[src/rtl/servo_cmd_if.sv]
// Request/grant handshake between the two position requesters and the servo scheduler.
interface servo_cmd_if;
  logic       req_a;
  logic [4:0] pos_a;
  logic       req_b;
  logic [4:0] pos_b;
  logic       gnt_a;
  logic       gnt_b;

  modport master (output req_a, pos_a, req_b, pos_b, input gnt_a, gnt_b);
  modport slave  (input req_a, pos_a, req_b, pos_b, output gnt_a, gnt_b);
endinterface

[src/rtl/servo_cmd_scheduler.sv]
// Round-robin arbitration of two servo position requesters plus frame-aligned PWM
// generation with one-tick-per-frame slewing of the live pulse width.
module servo_cmd_scheduler #(
  parameter int FRAME_TICKS = 200,
  parameter int MIN_W       = 7,
  parameter int MAX_W       = 17
) (
  input  logic       clk_10KHz,
  input  logic       reset,
  servo_cmd_if.slave cmd,
  input  logic       enable,
  output logic       pwm_out,
  output logic [4:0] cur_width,
  output logic [4:0] target,
  output logic       moving,
  output logic       frame_sync
);
  localparam logic [7:0] LAST_TICK = 8'(FRAME_TICKS - 1);
  localparam logic [4:0] MIN_W5    = 5'(MIN_W);
  localparam logic [4:0] MAX_W5    = 5'(MAX_W);
  localparam logic [4:0] MID_W5    = 5'((MIN_W + MAX_W) / 2);

  typedef enum logic {IDLE = 1'b0, MOVE = 1'b1} state_t;
  typedef enum logic {GNT_A = 1'b0, GNT_B = 1'b1} owner_t;

  state_t     state, state_nxt;
  owner_t     last_gnt, last_gnt_nxt;
  logic [7:0] cnt, cnt_nxt;
  logic [4:0] cur_width_nxt, target_nxt;
  logic       gnt_a_nxt, gnt_b_nxt;
  logic       wrap;

  function automatic logic [4:0] clamp_w(input logic [4:0] pos);
    if (pos < MIN_W5) return MIN_W5;
    if (pos > MAX_W5) return MAX_W5;
    return pos;
  endfunction

  assign wrap       = (cnt == LAST_TICK);
  assign cnt_nxt    = wrap ? 8'd0 : cnt + 8'd1;
  assign frame_sync = (cnt == 8'd0);
  assign moving     = (state == MOVE);

  always_ff @(posedge clk_10KHz or posedge reset) begin
    if (reset) state <= IDLE;
    else       state <= state_nxt;
  end

  always_comb begin
    state_nxt     = state;
    last_gnt_nxt  = last_gnt;
    target_nxt    = target;
    cur_width_nxt = cur_width;
    gnt_a_nxt     = 1'b0;
    gnt_b_nxt     = 1'b0;
    case (state)
      IDLE: begin
        // On a tie the requester that was not served last wins.
        if (cmd.req_a && (!cmd.req_b || last_gnt == GNT_B)) begin
          gnt_a_nxt    = 1'b1;
          target_nxt   = clamp_w(cmd.pos_a);
          last_gnt_nxt = GNT_A;
          state_nxt    = MOVE;
        end else if (cmd.req_b) begin
          gnt_b_nxt    = 1'b1;
          target_nxt   = clamp_w(cmd.pos_b);
          last_gnt_nxt = GNT_B;
          state_nxt    = MOVE;
        end
      end
      MOVE: begin
        if (cur_width == target)
          state_nxt = IDLE;
        else if (wrap)
          cur_width_nxt = (cur_width < target) ? cur_width + 5'd1 : cur_width - 5'd1;
      end
    endcase
  end

  // Width only steps at the wrap edge, so every frame carries one full, unchanged pulse.
  always_ff @(posedge clk_10KHz or posedge reset) begin
    if (reset) begin
      cnt       <= 8'd0;
      cur_width <= MID_W5;
      target    <= MID_W5;
      last_gnt  <= GNT_B;
      cmd.gnt_a <= 1'b0;
      cmd.gnt_b <= 1'b0;
      pwm_out   <= 1'b0;
    end else begin
      cnt       <= cnt_nxt;
      cur_width <= cur_width_nxt;
      target    <= target_nxt;
      last_gnt  <= last_gnt_nxt;
      cmd.gnt_a <= gnt_a_nxt;
      cmd.gnt_b <= gnt_b_nxt;
      pwm_out   <= enable && ({3'b000, cur_width_nxt} > cnt_nxt);
    end
  end
endmodule

[src/flat_wrapper.sv]
// flat-port wrapper written by rule: the top's interface ports become plain ports
module servo_cmd_scheduler_flat 
#(
  parameter int FRAME_TICKS = 200,
  parameter int MIN_W       = 7,
  parameter int MAX_W       = 17
)
  (clk_10KHz, reset, enable, pwm_out, cur_width, target, moving, frame_sync, cmd_req_a, cmd_pos_a, cmd_req_b, cmd_pos_b, cmd_gnt_a, cmd_gnt_b);
  servo_cmd_if cmd_i ();
  input  logic clk_10KHz;
  input  logic reset;
  input  logic enable;
  output logic pwm_out;
  output logic [4:0] cur_width;
  output logic [4:0] target;
  output logic moving;
  output logic frame_sync;
  input wire logic [$bits(cmd_i.req_a)-1:0] cmd_req_a;
  input wire logic [$bits(cmd_i.pos_a)-1:0] cmd_pos_a;
  input wire logic [$bits(cmd_i.req_b)-1:0] cmd_req_b;
  input wire logic [$bits(cmd_i.pos_b)-1:0] cmd_pos_b;
  output wire logic [$bits(cmd_i.gnt_a)-1:0] cmd_gnt_a;
  output wire logic [$bits(cmd_i.gnt_b)-1:0] cmd_gnt_b;
  assign cmd_i.req_a = cmd_req_a;
  assign cmd_i.pos_a = cmd_pos_a;
  assign cmd_i.req_b = cmd_req_b;
  assign cmd_i.pos_b = cmd_pos_b;
  assign cmd_gnt_a = cmd_i.gnt_a;
  assign cmd_gnt_b = cmd_i.gnt_b;
  servo_cmd_scheduler #(.FRAME_TICKS(FRAME_TICKS), .MIN_W(MIN_W), .MAX_W(MAX_W)) u_core (.clk_10KHz(clk_10KHz), .reset(reset), .cmd(cmd_i), .enable(enable), .pwm_out(pwm_out), .cur_width(cur_width), .target(target), .moving(moving), .frame_sync(frame_sync));
endmodule
[config.mk]
export PLATFORM = sky130hd
export DESIGN_NAME = servo_cmd_scheduler_flat
export DESIGN_NICKNAME = d
export VERILOG_FILES = /design/src/rtl/servo_cmd_if.sv /design/src/rtl/servo_cmd_scheduler.sv /design/src/flat_wrapper.sv
export SDC_FILE = /design/constraint.sdc
export NUM_CORES = 1
export LEC_CHECK = 0
export ABC_AREA = 1
export BUFFER_PORTS_ARGS = -buffer_cell sky130_fd_sc_hd__buf_4
export CORE_MARGIN = 5
export CORE_UTILIZATION = 35
export CTS_BUF_LIST = sky130_fd_sc_hd__clkbuf_16
export CTS_CLUSTER_DIAMETER = 60
export DETAILED_ROUTE_END_ITERATION = 10
export MAX_ROUTING_LAYER = met4
export PLACE_DENSITY_LB_ADDON = 0.08
export SETUP_SLACK_MARGIN = 0.3
export SYNTH_ARGS = -nofsm -noshare
export SYNTH_HDL_FRONTEND = slang
export SYNTH_SLANG_ARGS = --single-unit
[constraint.sdc]
create_clock -name clk_10KHz -period 5.72 [get_ports clk_10KHz]
set_input_delay 0.572 -clock clk_10KHz [delete_from_list [all_inputs] [get_ports clk_10KHz]]
set_output_delay 0.572 -clock clk_10KHz [all_outputs]
set_load 0.02 [all_outputs]
==> results of run 1 <==
-- synthesized netlist by cell type, types with 3 or more instances --
cell	count	area share
inv_1	44	0.10
nand2_1	41	0.098
dfrtp_1	18	0.29
nor2_1	16	0.038
ha_1	15	0.12
nand3_1	12	0.038
a21oi_1	7	0.022
o21ai_0	6	0.019
dfstp_2	5	0.083
o21ai_1	5	0.016
inv_2	4	0.0095
nor3_1	3	0.0095
-- registers in the layout, summed over array words and instances (netlist names) --
register	flops
u_core.cmd.gnt_a	1
u_core.cmd.gnt_b	1
u_core.cnt	8
u_core.cur_width	5
u_core.last_gnt	1
u_core.moving	1
u_core.pwm_out	1
u_core.target	5
-- worst paths after layout --
| kind | startpoint | end | depth (start not counted) |
|---|---|---|---|
| setup / recovery | u_core.target[3] | u_core.pwm_out | 22 |
| setup reg to reg | u_core.target[3] | u_core.pwm_out | 22 |
| min in group clk_10KHz | u_core.target[3] | u_core.target[3] | 2 |
| hold reg to reg | u_core.target[3] | u_core.target[3] | 2 |
| max in group asynchronous | reset | u_core.target[0] | 2 |
| hold / removal | reset | u_core.target[4] | 2 |
-- report_power, final --
part | leakage (uW) | total (uW) | internal, uW | switching (uW)
combinational | 0.000740 | 188 | 74.7 | 113
sequential | 0.000278 | 221 | 198 | 23.0
clock | 0.0000423 | 154 | 93.4 | 60.1
total | 0.00106 | 562 | 366 | 196
-- metal layers --
layer,GRT usage,vias to the layer above,wire length (um)
met5,-,-,0
met1,0.162,585,1700
li1,-,697,-
met2,0.187,20,1560
met3,0.0293,2,120
met4,0.0258,0,14
-- final cells by class --
class	count	area, um^2	share of cell area
Timing Repair Buffer	29	218	0.112
Inverter	48	180	0.0930
Clock buffer	3	75.1	0.0388
Multi-Input combinational cell	130	813	0.420
Sequential cell	23	582	0.300
Tap cell	52	65.1	0.0336
Clock inverter	1	3.75	0.00194
-- critical path, delay by kind of cell, from the launching register on --
| kind | cells | cell delay (ns) |
|---|---|---|
| flops | 1 | 0.54 |
| fa+ha+maj | 3 | 0.93 |
| xor+xnor | 1 | 0.13 |
| compound gates | 3 | 0.40 |
| buf+inv | 4 | 0.20 |
| simple gates | 11 | 0.80 |
-- cells by family after synthesis --
group	count (synthesis)
buf+inv	48
simple gates	84
xor+xnor	3
compound gates	27
flops	23
fa+ha+maj	16
-- through the flow --
step,cell area [um^2],total power [uW],cells,utilization
after floorplan,1580,345,201,-
after global placement,1860,417,282,0.427
after detailed placement,1860,417,282,0.427
after CTS,1940,573,286,0.445
after global routing,1940,604,286,0.445
final,1940,562,286,0.445
==> impl_metrics.yaml, run 1 <==
sta:
  report.final.hold_viol_count: 0
  slew_headroom: 0.391
  fin_crit_sh: 0.545
  tns_ns: 0
  min_period_ns: 3.12
  worstMarginPinSlew_ns: 0.913
  finalWorstSetupSlack_ns: 2.60
  slew_viol_final: 0
  setup_viol: 0
  rsz0062_at_grt: "false"
  hold_slack_ns: 0.515
  fin_skew_ns: 0.0100
  fmax_ghz: 0.321
clock_tree:
  cts_buffers: 3
  cts_root_buf: "clkbuf_16"
  clk_pin_slew_worst_paths_ns: 0.07
  tritoncts: "built"
  insertion_delay_ns: 0.26
  postCtsSetupRepairBufs: 0
  htreeDepth: 1
  cts.sinks: 23
  ctsHoldBuffers: 0
  cts_max_path_buffers: 2
  cts_resized: 0
logic_synthesis:
  synth_compound_area_frac: 0.109
  synth_ff_type: "dfrtp_1"
  ys_seq_elements: 23
  synth_adder_area_share: 0.132
  avgSynthCellArea_um2: 7.84
  synth.distinct_cells: 32
  seq_area_frac_synth: 0.369
  synth_area_mm2: 0.00158
  syn_nets: 232
  synthCells: 201
  synth_top_family_by_area: "simple AND/OR/NAND/NOR gates"
  synth_xor_area_frac: 0.0214
  synthMuxAreaShare: 0
  ys_async_sr_fraction: 1.00
  synth_simple_gate_area_share: 0.254
  yosysWarningCount: 0
  synth_edf_count: 0
finish:
  layout_commonest_cell: "inv_1"
  final_cell_mix: "inv_1, nand2_1, buf_4"
  synthToLayoutAreaGrowth_pct: 23.0
  final_nets: 266
  fillers: 439
  layout-drive-gt1-share: 0.214
  num_antenna_cells: 0
floorplanning:
  die_area_mm2: 0.00594
  io_pins: 30
  core_mm2: 0.00435
  die_h_um: 77.1
  start_util: 0.362
  num_rows: 24
  die_w_um: 77.1
drt:
  drc: 0
  wl_um: 3400
  viasPerCell: 4.56
  route.vias.total: 1304
  drt_iter0_markers: 41
  wire_per_inst_um: 11.9
  drt_pass1_iterations: 4
  ant_nets: 0
setup_path:
  cpMostUsedCell: "nand2_1"
  cp_cell_sequence: "inv_1 > ha_1 > nand2_1 > inv_1 > a21oi_1 > nand2_1 > ha_1 > a21oi_1 > nand2_1 > xnor2_1 > nand2_1 > o21ai_1 > inv_1 > ha_1 > nand2_1 > inv_1 > nand2_1 > nand2_1 > nand2_1 > nand2_1 > nand3_1 > nor2_1"
  cp.required_ns: 5.87
  arrival_ns: 3.27
  crit_slowest_cell: "dfstp_2"
  worstSetupStartpointType: "flop"
  slowest_delay_ns: 0.54
  critPathMaxFanout: 5
  cp-end-kind: "flop"
  path_class: "reg2reg"
  r2r_setup_slack_ns: 2.60
grt:
  grt_pass1_wl_um: 5830
  grt_overflow: 0
  grtUsageTotal: 0.121
  antenna_found_initial: 0
  grt_max_degree: 24
  grt_pass1_vias: 1285
run:
  maxCapViolations: 0
power:
  ir_drop_v: 0.000167
  power.density_mw_per_mm2: 290
  p_leak_uw: 0.00106
placement:
  port_buffers: 29
  place_ws_ns: 2.58
  dp_hpwl_um: 2760
  gp_congestion: 0.831
run_status:
  status: "complete, no violations"
worst_hold_path:
  min_path_type: "in2async"
No activity file was read; power rests on OpenSTA's default activity.
==> run 2: changes to the inputs <==
Clock period 5.72 ns to 2.85 ns, I/O delays scaled along.
==> run 2 against run 1 <==
Compared with the run above:
- sequential power is 100% higher
- critical path depth down 3
- routed wire length rose by 6.3%
- sequential cell count stayed put
- critical path type unchanged
- largest power group is now combinational logic
- highest routed layer unchanged
==> impl_metrics.yaml, run 2 (synthesized netlist as in run 1, its figures left out) <==
sta:
  report.final.hold_viol_count: 0
  worstMarginPinSlew_ns: 0.919
  slew_headroom: 0.387
  setup_viol: 0
  fin_crit_sh: 0.994
  rsz0062_at_grt: "true"
  fin_skew_ns: 0.00275
  slew_viol_final: 0
  hold_slack_ns: 0.233
  fmax_ghz: 0.353
  min_period_ns: 2.83
clock_tree:
  clk_pin_slew_worst_paths_ns: 0.06
  cts_buffers: 3
  insertion_delay_ns: 0.26
  cts_max_path_buffers: 2
  htreeDepth: 1
  cts_root_buf: "clkbuf_16"
  cts.sinks: 23
  tritoncts: "built"
finish:
  final_cell_mix: "buf_4, inv_1, nand2_1"
  reg.largest.list: "u_core.cnt x8, u_core.cur_width x5, u_core.target x5"
  num_antenna_cells: 0
  multiInputGateArea_um2: 996
  final_nets: 287
  largest_reg_flops: 8
  seqCellArea_um2: 582
  top_register: "u_core.cnt"
  fillers: 414
  design_area_mm2: 0.00228
  layout-drive-gt1-share: 0.404
  layout_commonest_cell: "buf_4"
  synthToLayoutAreaGrowth_pct: 44.8
power:
  power.density_mw_per_mm2: 573
  p_leak_uw: 0.00118
  ir_drop_v: 0.000270
grt:
  grt_overflow: 0
  antenna_found_initial: 0
  grt_pass1_vias: 1409
  grt_util_met1: 0.168
  grtUsageTotal: 0.133
  grt_pass1_wl_um: 6370
  met2_usage: 0.217
  grt_busiest_layer: "met2"
  grt_max_degree: 24
  met3_usage: 0.0328
placement:
  gp_congestion: 0.790
  dpl_cell_area_mm2: 0.00202
  port_buffers: 29
  dp_hpwl_um: 2880
setup_path:
  cp.required_ns: 3.00
  slowest_delay_ns: 0.54
  critPathMaxFanout: 5
  worstSetupStartpointType: "flop"
  path_class: "reg2reg"
  cp_cell_sequence: "inv_2 > ha_4 > nand2_4 > nor2_4 > nand2_2 > nand2_4 > inv_2 > fa_2 > xor2_1 > o21ai_1 > ha_1 > nand2_4 > inv_2 > nand2_1 > nand2_1 > nand2_1 > nand2_1 > nand3_1 > nor2_1"
  arrival_ns: 2.99
  crit_end: "u_core.pwm_out"
  cp-end-kind: "flop"
  r2r_setup_slack_ns: 0.02
  reg2reg_depth: 19
  worstReg2RegEnd: "u_core.pwm_out"
  cpMostUsedCell: "nand2_1"
  crit_slowest_cell: "dfstp_2"
  r2r-start: "u_core.target[2]"
  startpoint: "u_core.target[2]"
floorplanning:
  num_rows: 24
  die_h_um: 77.1
  die_area_mm2: 0.00594
  core_mm2: 0.00435
  start_util: 0.362
  io_pins: 30
  die_w_um: 77.1
run_status:
  status: "complete, no violations"
drt:
  viasPerCell: 4.60
  ant_nets: 0
  route.vias.total: 1412
  drc: 0
  drt_pass1_iterations: 4
  wl_um: 3620
  drt_iter0_markers: 23
  wire_per_inst_um: 11.8
worst_hold_path:
  min_path_type: "in2async"
run:
  maxCapViolations: 0
[run 2: changes by cell type in the layout (fill, tap and decap cells not counted), sizes merged]
cell / change
buf: +21
clkinv: +1
inv: -1
[run 2: worst min-delay path by stage]
stage                                start               end  slack (ns)  cells past startpoint
after floorplan                      reset  u_core.cmd.gnt_a        0.28                      1
after global placement    u_core.target[0]  u_core.target[0]        0.50                      2
after detailed placement     u_core.cnt[0]     u_core.cnt[0]        0.50                      1
after CTS                            reset     u_core.cnt[5]        0.27                      2
after global routing                 reset     u_core.cnt[5]        0.31                      2
final                                reset     u_core.cnt[5]        0.23                      2
[run 2: layout make-up]
class | count | area share
sequential | 23 | 0.255
clock buffer | 3 | 0.0329
tap | 52 | 0.0285
inverter | 48 | 0.0801
timing repair buffer | 50 | 0.165
multi-input combinational | 130 | 0.437
clock inverter | 1 | 0.00219
[run 2: what timing repair did]
item | CTS | global route
gates resized for setup | 11 | 19
pin swaps | 16 | 20
hold buffers | 0 | 0
hold endpoints to repair | 0 | 0
setup buffers | 4 | 2
endpoints found under the setup margin | 1 | 1
[run 2: routing by layer]
layer | vias up | share of wire
met5 | - | 0
met1 | 647 | 0.46
met3 | 4 | 0.035
met2 | 15 | 0.50
li1 | 746 | -
met4 | 0 | 0.0069
[run 2: where the power goes]
group,internal (uW),leakage [uW],switching [uW],total [uW]
Sequential,397,0.000278,44.4,442
Combinational,256,0.000859,301,557
Clock,189,0.0000409,120,309
[run 2: through the flow]
| step | total power (uW) | setup TNS (ns) | cells | util | setup slack, ns |
|---|---|---|---|---|---|
| 2_1_floorplan | 714 | 0 | 201 | - | 0.0403 |
| 3_3_place_gp | 905 | -0.142 | 297 | 0.463 | -0.142 |
| 3_5_place_dp | 908 | -0.144 | 297 | 0.463 | -0.144 |
| 4_1_cts | 1270 | 0 | 305 | 0.502 | 0.0230 |
| 5_1_grt | 1400 | -0.170 | 307 | 0.524 | -0.170 |
| 6_report | 1310 | 0 | 307 | 0.524 | 0.0180 |
[run 2: worst max-delay path: cells and delay by family, from the launching register on]
| kind | cells | cell delay (ns) |
|---|---|---|
| buf+inv | 3 | 0.12 |
| xor+xnor | 1 | 0.15 |
| simple gates | 11 | 0.73 |
| fa+ha+maj | 3 | 0.96 |
| compound gates | 1 | 0.22 |
| flops | 1 | 0.54 |
